`config.mk`:
```
export PLATFORM = sky130hd
export DESIGN_NAME = pl_hazard_ctl
export DESIGN_NICKNAME = d
export VERILOG_FILES = /design/src/rtl/pl_hazard_ctl.sv
export SDC_FILE = /design/constraint.sdc
export NUM_CORES = 1
export LEC_CHECK = 0
export BUFFER_PORTS_ARGS = -buffer_cell sky130_fd_sc_hd__buf_2
export CORE_MARGIN = 10
export CORE_UTILIZATION = 40
export DETAILED_ROUTE_END_ITERATION = 12
export PLACE_DENSITY = 0.78
export SLEW_MARGIN = 25
export SYNTH_ARGS = -nofsm -noshare
export SYNTH_HDL_FRONTEND = slang
export SYNTH_SLANG_ARGS = --single-unit
```
`constraint.sdc`:
```
create_clock -name clk_i -period 4.2 [get_ports clk_i]
set_input_delay 0.84 -clock clk_i [delete_from_list [all_inputs] [get_ports clk_i]]
set_output_delay 0.84 -clock clk_i [all_outputs]
set_load 0.03 [all_outputs]
```
`src/rtl/pl_hazard_ctl.sv`:
```
// Pipeline hazard control: forwarding select, load-use / MDU stall, branch squash.
// Define HAZ_STATS_EN to add saturating stall_cnt_o / flush_cnt_o counters.
module pl_hazard_ctl #(
  parameter int REG_AW  = 5,
  parameter int MDU_LAT = 4,
  parameter int CNT_W   = 16
) (
  input  logic              clk_i,
  input  logic              rst_i,
  input  logic [REG_AW-1:0] rs_i,
  input  logic [REG_AW-1:0] rt_i,
  input  logic              use_rs_i,
  input  logic              use_rt_i,
  input  logic [REG_AW-1:0] ern_i,
  input  logic [REG_AW-1:0] mrn_i,
  input  logic              ewreg_i,
  input  logic              em2reg_i,
  input  logic              mwreg_i,
  input  logic              mm2reg_i,
  input  logic              id_jump_i,
  input  logic              id_mdu_i,
  input  logic              id_hilo_i,
  output logic [1:0]        fwda_o,
  output logic [1:0]        fwdb_o,
  output logic              wpcir_o,
  output logic              bubble_o,
  output logic              ebubble_o,
  output logic              mdu_busy_o,
`ifdef HAZ_STATS_EN
  output logic [CNT_W-1:0]  stall_cnt_o,
  output logic [CNT_W-1:0]  flush_cnt_o,
`endif
  output logic              mdu_done_o
);

  localparam logic [3:0] LAT = 4'(MDU_LAT);

  logic       ex_alu, mem_alu, mem_ld;
  logic       load_use, mdu_haz, stall;
  logic       ebubble_q, ebubble_d;
  logic [3:0] mdu_cnt_q, mdu_cnt_d;
  logic       mdu_done_q, mdu_done_d;
  logic       issue;

  // Register 0 is hardwired, so it never qualifies as a forwarding source.
  assign ex_alu  = ewreg_i & ~em2reg_i & (ern_i != '0);
  assign mem_alu = mwreg_i & ~mm2reg_i & (mrn_i != '0);
  assign mem_ld  = mwreg_i &  mm2reg_i & (mrn_i != '0);

  always_comb begin
    fwda_o = 2'b00;
    if (ex_alu && ern_i == rs_i)       fwda_o = 2'b01;
    else if (mem_alu && mrn_i == rs_i) fwda_o = 2'b10;
    else if (mem_ld && mrn_i == rs_i)  fwda_o = 2'b11;
  end

  always_comb begin
    fwdb_o = 2'b00;
    if (ex_alu && ern_i == rt_i)       fwdb_o = 2'b01;
    else if (mem_alu && mrn_i == rt_i) fwdb_o = 2'b10;
    else if (mem_ld && mrn_i == rt_i)  fwdb_o = 2'b11;
  end

  assign load_use = ewreg_i & em2reg_i & (ern_i != '0) &
                    ((use_rs_i & (ern_i == rs_i)) |
                     (use_rt_i & (ern_i == rt_i)));
  assign mdu_haz  = (id_mdu_i | id_hilo_i) & mdu_busy_o;
  assign stall    = (load_use | mdu_haz) & ~ebubble_q;

  assign wpcir_o    = ~stall;
  assign bubble_o   = stall | ebubble_q;
  assign ebubble_o  = ebubble_q;
  assign mdu_busy_o = (mdu_cnt_q != 4'd0);
  assign mdu_done_o = mdu_done_q;

  assign issue      = id_mdu_i & ~stall & ~ebubble_q;
  assign ebubble_d  = id_jump_i & ~stall & ~ebubble_q;
  assign mdu_done_d = (mdu_cnt_q == 4'd1);

  always_comb begin
    mdu_cnt_d = mdu_cnt_q;
    if (issue)                mdu_cnt_d = LAT;
    else if (mdu_cnt_q != '0) mdu_cnt_d = mdu_cnt_q - 4'd1;
  end

  always_ff @(posedge clk_i or posedge rst_i) begin
    if (rst_i) begin
      ebubble_q  <= 1'b0;
      mdu_cnt_q  <= 4'd0;
      mdu_done_q <= 1'b0;
    end else begin
      ebubble_q  <= ebubble_d;
      mdu_cnt_q  <= mdu_cnt_d;
      mdu_done_q <= mdu_done_d;
    end
  end

`ifdef HAZ_STATS_EN
  logic [CNT_W-1:0] stall_cnt_q, flush_cnt_q;

  always_ff @(posedge clk_i or posedge rst_i) begin
    if (rst_i) begin
      stall_cnt_q <= '0;
      flush_cnt_q <= '0;
    end else begin
      if (stall && stall_cnt_q != '1)
        stall_cnt_q <= stall_cnt_q + 1'b1;
      if (ebubble_q && flush_cnt_q != '1)
        flush_cnt_q <= flush_cnt_q + 1'b1;
    end
  end

  assign stall_cnt_o = stall_cnt_q;
  assign flush_cnt_o = flush_cnt_q;
`endif

endmodule

```
==> results.md, run 1 <==
- Fillers: around 150
- Initial Utilization: around 44%
- Most frequent cell after synthesis: xor2_1
- CTS root buf: clkbuf_4
- Synth Area in XOR/XNOR: between 20% and 30%
- Logic pwr share: a little under three fifths
- Drt drc: 0
- Net Sw Frac: 46.5%
- Status: finished clean
- Async S/R FF share, synth: between 90% and 100%
- List of most frequent post-synthesis cells: 16 x xor2_1, 9 x nor3_1, 6 x dfrtp_1, 6 x nor2_1
- Worst Setup Path Type: in2out
- Die Y: between 60 and 70 µm
- Logic depth of the worst path, buffers included: 6
- H-tree Lvls: 1
- Period utilization: 75.5%
- Core Area: 1540 µm²
- Final setup viols: 0
- Share of cells above drive strength 1: 37.2%
- Worst hold path class: reg2reg
- Critical path's most frequent cell: buf_2
- Count of cell types in the netlist: 26
- Synth top area cells: dfrtp_1 22%, xor2_1 21%, nor3_1 6.7%, xnor2_1 6.5%, ha_1 3.7%
- Critical Path End Type: output port
- CP top delay family: simple AND/OR/NAND/NOR gates
- Reg power frac: approximately 28%
- Main combinational cell family by area after synthesis: XOR/XNOR gates
- Post-route ant nets: 0
- GRT Overall Usage: a little under an eighth
- Die area: approximately 3700 µm²
- Clock power share: 14.7%
- Compound-gate portion of the synthesized area: approximately a fifth
- Post-synthesis mux area share: 0%
- RSZ-0062 raised after global routing: no
- Clock buffer count from CTS: 3
- Period minus WS final: approximately 3.2 ns
- Clock-pin slew on the worst setup and hold paths: 0.05 ns
- Initial antenna violation count: 0
- Post-Syn Instances: 80
- Vias in the first global route: 827
- Adder-cell area share of the yosys netlist: under 10%
- Synthesized area: between 600 and 700 µm²
- IO Count: 40
- Synth Warn #: 0
- Skew final: between 0.003 and 0.004 ns
- Clock Latency Late Sink: between 0.2 and 0.25 ns
- Final non-filler cell total: roughly 140
- Metal2 WL: 1.13 mm
- Wire per inst: roughly 15 µm
- Internal: between 150 and 200 µW
- Setup TNS: 0 ns
- Routed length on met1: around 860 µm
- Max Cap Viol: 0
- Reg2reg path depth: 6
- Final Hold Vio Count: 0
- CTS tree: yes
- Tot Pwr: 374 µW
- CP Max Fanout: 4
- Fin. max-slew vios: 0
- WL final: 2.12 mm
- Die X: 61.0 µm
- Area growth from synthesis to layout: 34.6%
- CP cell instances: buf_2 > or4_4 > o211ai_4 > a21oi_2 > or3_1 > buf_2
- Dpl cells: between 100 and 150
- Most used flip-flop cell after synthesis: dfrtp_1
- Worst Setup Start Kind: input port
- 1st-iter DRT viols: 7
- First-pass GRT wire length: 3.49 mm
- Sink Count: 6
- Clock tree buffer depth: 2
- CP max stage delay: around 0.56 ns
- Grt ovf: 0
- Power per cell area: roughly 410 nW/µm²
- Fmax: ~320 MHz
- 1st-pass router iterations: 5
- Avg Cell Area, Syn: approximately 8.4 µm²
- Post-DR vias/cell: roughly 5.4
- Cts repair resizes: 0
- Synthesis-stage register bit count: 6
- Leak: ~0.44 nW
- Post-synth top area share: ~22%
- Seq/Total Area, Yosys: between 20 and 25%
- Hold path cells: 1
- VDD IR max: between 0.2 and 0.3 mV
- IO buf count: 39
- Required time of the critical path: around 3.4 ns
- CP max-delay cell: or4_4
- Post-DP HPWL: 1.86 mm
- Synth area leader: dfrtp_1
- Via count: between 700 and 800
- Row count: 14
- Slew @ Worst Pin: 0.405 ns
- Syn Nets: about 110
- Rel. slew slack: between 70% and 80%
- P_sw: approximately 170 µW
- Met3 wire len: ~110 µm
- Hold buffers post-CTS: 0
- Top Layer Used: met4
- Largest net degree at the start of global routing: 7
- Post-CTS Repair Setup Buffers: 0
- Ant. Diodes: 0
- Critical Path AT: around 2.3 ns
- Routability Congestion: between 0.8 and 0.9
- Nets: roughly 160
- Synth Area in Simple Gates: about a quarter
- Worst hold margin: approximately 0.49 ns
- EDFF count, synth: 0
- WP buf/inv: 2
metrics by stage:
| step | worst slack (ns) | cell area, µm² | util (%) |
|---|---|---|---|
| floorplan | 0.991 | 672 | - |
| global placement | 1.06 | 882 | 57.2 |
| detailed placement | 1.03 | 882 | 57.2 |
| CTS | 1.02 | 905 | 58.7 |
| global route | 0.959 | 905 | 58.7 |
| finish | 1.03 | 905 | 58.7 |
registers in the layout, summed over array words and instances, names as in the netlist:
signal	flops
mdu_cnt_q	4
ebubble_o	1
mdu_done_o	1
final cells by class:
class                           instances  area [µm²]  share of cell area, %
Tap cell                               16        20.0                   2.21
Timing Repair Buffer                   39         195                   21.6
Inverter                                4        15.0                   1.66
Sequential cell                         6         150                   16.6
Multi-Input combinational cell         69         502                   55.5
Clock buffer                            3        22.5                   2.49
power by group through the flow:
stage               sequential, mW  combinational [mW]  clock [mW]
floorplan                    0.114               0.141           0
global placement             0.106               0.203           0
detailed placement           0.107               0.212           0
CTS                          0.106               0.213      0.0549
global route                 0.111               0.239      0.0584
finish                       0.106               0.212      0.0549
cell families after synthesis:
| logic type | after synthesis |
|---|---|
| buffers and inverters | 5 |
| adders and majority gates | 2 |
| xor gates and xnor gates | 21 |
| and+or+nand+nor | 31 |
| DFF | 6 |
| AOI/OAI and AO/OA | 15 |
path summary, 6_finish.rpt:
| path | start | to | slack [ns] |
|---|---|---|---|
| min reg2reg | ebubble_o | ebubble_o | 0.49 |
| min | ebubble_o | ebubble_o | 0.49 |
| min in group asynchronous | rst_i | mdu_cnt_q[2] | 0.50 |
| max in group asynchronous | rst_i | mdu_done_o | 3.51 |
| max reg2reg | mdu_cnt_q[0] | mdu_cnt_q[0] | 2.60 |
| max | ern_i[1] | bubble_o | 1.03 |
cell usage in the layout, fill, tap and decap left out:
master	synthesis	routed
or3_1	2	2
xnor2_1	5	5
or4_1	1	1
nand3_1	5	5
a21oi_2	1	1
a21o_1	1	1
or4_4	1	1
nor3_1	9	9
a31oi_1	1	1
and2_1	2	2
nand2_1	3	3
xor2_1	16	16
o211ai_1	2	2
nor4b_1	1	1
o21ai_0	2	2
buf_2	1	39
nor2_1	6	6
inv_1	4	4
o21bai_1	3	3
a2111o_1	2	2
o211ai_4	1	1
a2111oi_0	1	1
ha_1	2	2
a211oi_1	1	1
clkbuf_4	0	3
nand2b_1	1	1
dfrtp_1	6	6
metal layers:
layer / global-route usage (%) / up-vias
li1: - / 370
met1: 12.8 / 345
met2: 21.7 / 24
met3: 2.51 / 2
met4: 4.08 / 0
met5: 0 / -
Power figures use the tool's default switching activity.
==> inputs of run 2 (changes only) <==
==> constraint.sdc (replaced) <==
create_clock -name clk_i -period 3.1 [get_ports clk_i]
set_input_delay 0.62 -clock clk_i [delete_from_list [all_inputs] [get_ports clk_i]]
set_output_delay 0.62 -clock clk_i [all_outputs]
set_load 0.03 [all_outputs]
==> run 2 against run 1 <==
  * Hold slack got worse by 0.21 ns
  * Register-to-register slack got worse by 1.1 ns
  * Clock power rose by 32%
  * Global-route usage rose by 0.33 points
  * Clock-buffer cell count did not move
  * Sequential cell count did not move
  * Routed wire length fell by 2.1%
  * Critical path type unchanged
  * Critical endpoint unchanged
  * Largest cell class unchanged
  * Largest power group unchanged
  * Highest routed layer unchanged
==> results.md, run 2 (same netlist as run 1, synthesis figures left out) <==
- First-pass GRT wire length: 3.56 mm (+2.0%)
- Routability Congestion: 0.808 (unchanged)
- CTS root buf: clkbuf_4
- Fmax: 366 MHz
- Skew final: 0.00568 ns (+0.00220 ns)
- IO buf count: 39 (unchanged)
- Via count: 756 (+2.0%)
- CTS tree: yes
- Largest register FFs: 4 (unchanged)
- Rel. slew slack: 72.8% (+0.54 points)
- Fin. max-slew vios: 0 (unchanged)
- Biggest register: mdu_cnt_q
- Final Instance Area: 905 µm² (unchanged)
- 1st-pass router iterations: 4 (-1)
- Largest net degree at the start of global routing: 7 (unchanged)
- Pre-CTS setup slack: 0.368 ns (-0.664 ns)
- Commonest non-fill, non-tap cells in the layout: 39 x buf_2, 16 x xor2_1, 9 x nor3_1
- Required time of the critical path: 2.48 ns (-0.88 ns)
- Cts repair resizes: 0 (unchanged)
- Dpl cells: 134 (unchanged)
- Sink Count: 6 (unchanged)
- Wire per inst: 15.1 µm (-2.1%)
- WL final: 2.07 mm (-2.1%)
- 1st-iter DRT viols: 3 (-4)
- Power per cell area: 557 nW/µm² (+35%)
- Core Util, Final: 58.7% (unchanged)
- Die Y: 61.0 µm (unchanged)
- Period minus WS final: around 2.7 ns
- Core Area: 1540 µm² (unchanged)
- Reg area: 150 µm² (unchanged)
- Row count: 14 (unchanged)
- Final setup viols: 0 (unchanged)
- Slack of the critical path: 0.367 ns (-0.662 ns)
- Initial Utilization: 43.6% (unchanged)
- Hold buffers post-CTS: 0 (unchanged)
- Leak: 0.436 nW (unchanged)
- Clock tree buffer depth: 2 (unchanged)
- Final non-filler cell total: 137 (unchanged)
- Setup TNS: 0 ns (unchanged)
- Initial antenna violation count: 0 (unchanged)
- RSZ-0062 raised after global routing: no
- Placed Area: 882 µm² (unchanged)
- Share of cells above drive strength 1: 37.2% (unchanged)
- Worst hold path class: in2async
- Fillers: 145 (-0.68%)
- Nets: 156 (unchanged)
- Period utilization: approximately 88%
- CP Max Fanout: 4 (unchanged)
- Commonest non-fill, non-tap cell in the layout: buf_2
- Area used by multi-input combinational logic: 502 µm² (unchanged)
- Vias in the first global route: 822 (-0.60%)
- Critical Path AT: 2.11 ns (-0.22 ns)
- Die area: 3720 µm² (unchanged)
- Slew @ Worst Pin: 0.397 ns (-0.00783 ns)
- Post-route ant nets: 0 (unchanged)
- Worst Setup Start Kind: input port
- Critical Path End Type: output port
- Post-DR vias/cell: 5.52 (+2.0%)
- VDD IR max: 0.426 mV (+63%)
- Drt drc: 0 (unchanged)
- Grt ovf: 0 (unchanged)
- Worst hold margin: 0.279 ns (-0.214 ns)
- Tot Pwr: 504 µW (+35%)
- Area growth from synthesis to layout: 34.6% (unchanged)
- Clock buffer count from CTS: 3 (unchanged)
- GRT Overall Usage: 12.1% (+0.33 points)
- Die X: 61.0 µm (unchanged)
- IO Count: 40 (unchanged)
- Status: finished clean
- Clock-pin slew on the worst setup and hold paths: 0.05 ns (about the same)
- Max Cap Viol: 0 (unchanged)
- Post-DP HPWL: 1.85 mm (-0.76%)
- Final Hold Vio Count: 0 (unchanged)
- H-tree Lvls: 1 (unchanged)
- Ant. Diodes: 0 (unchanged)
- Post-CTS Repair Setup Buffers: 0 (unchanged)
- Clock Latency Late Sink: 0.25 ns (about the same)
- Worst Setup Path Type: in2out
run 2: final timing paths:
check,start,endpoint,slack [ns],cells after the start
hold / removal,rst_i,mdu_cnt_q[3],0.28,2
min in group clk_i,ebubble_o,ebubble_o,0.49,1
hold reg to reg,ebubble_o,ebubble_o,0.49,1
setup / recovery,ern_i[1],bubble_o,0.37,6
setup reg to reg,mdu_cnt_q[0],mdu_cnt_q[0],1.51,6
max in group asynchronous,rst_i,mdu_cnt_q[0],2.62,2
run 2: worst max-delay path, stage by stage:
cell and delay (ns):
buf_2 0.12, or4_4 0.56, o211ai_4 0.21, a21oi_2 0.07, or3_1 0.35, buf_2 0.18
run 2: power breakdown:
| part | internal, mW | switching (mW) |
|---|---|---|
| logic | 0.113 | 0.175 |
| clock network | 0.0438 | 0.0285 |
| registers | 0.114 | 0.0296 |
| total | 0.271 | 0.233 |
run 2: area by class of cell:
type                    count  share of cell area, %
multi-input cells          69                   55.5
well taps                  16                   2.21
flip-flops and latches      6                   16.6
clock buffers               3                   2.49
repair buffers             39                   21.6
inverters                   4                   1.66
run 2: per-layer routing:
layer	vias to the layer above	routed length [µm]	global-route usage (%)
met2	33	1110	21.8
met3	4	160	4.80
met4	0	21	2.82
met1	348	776	12.8
li1	371	-	-
met5	-	0	0
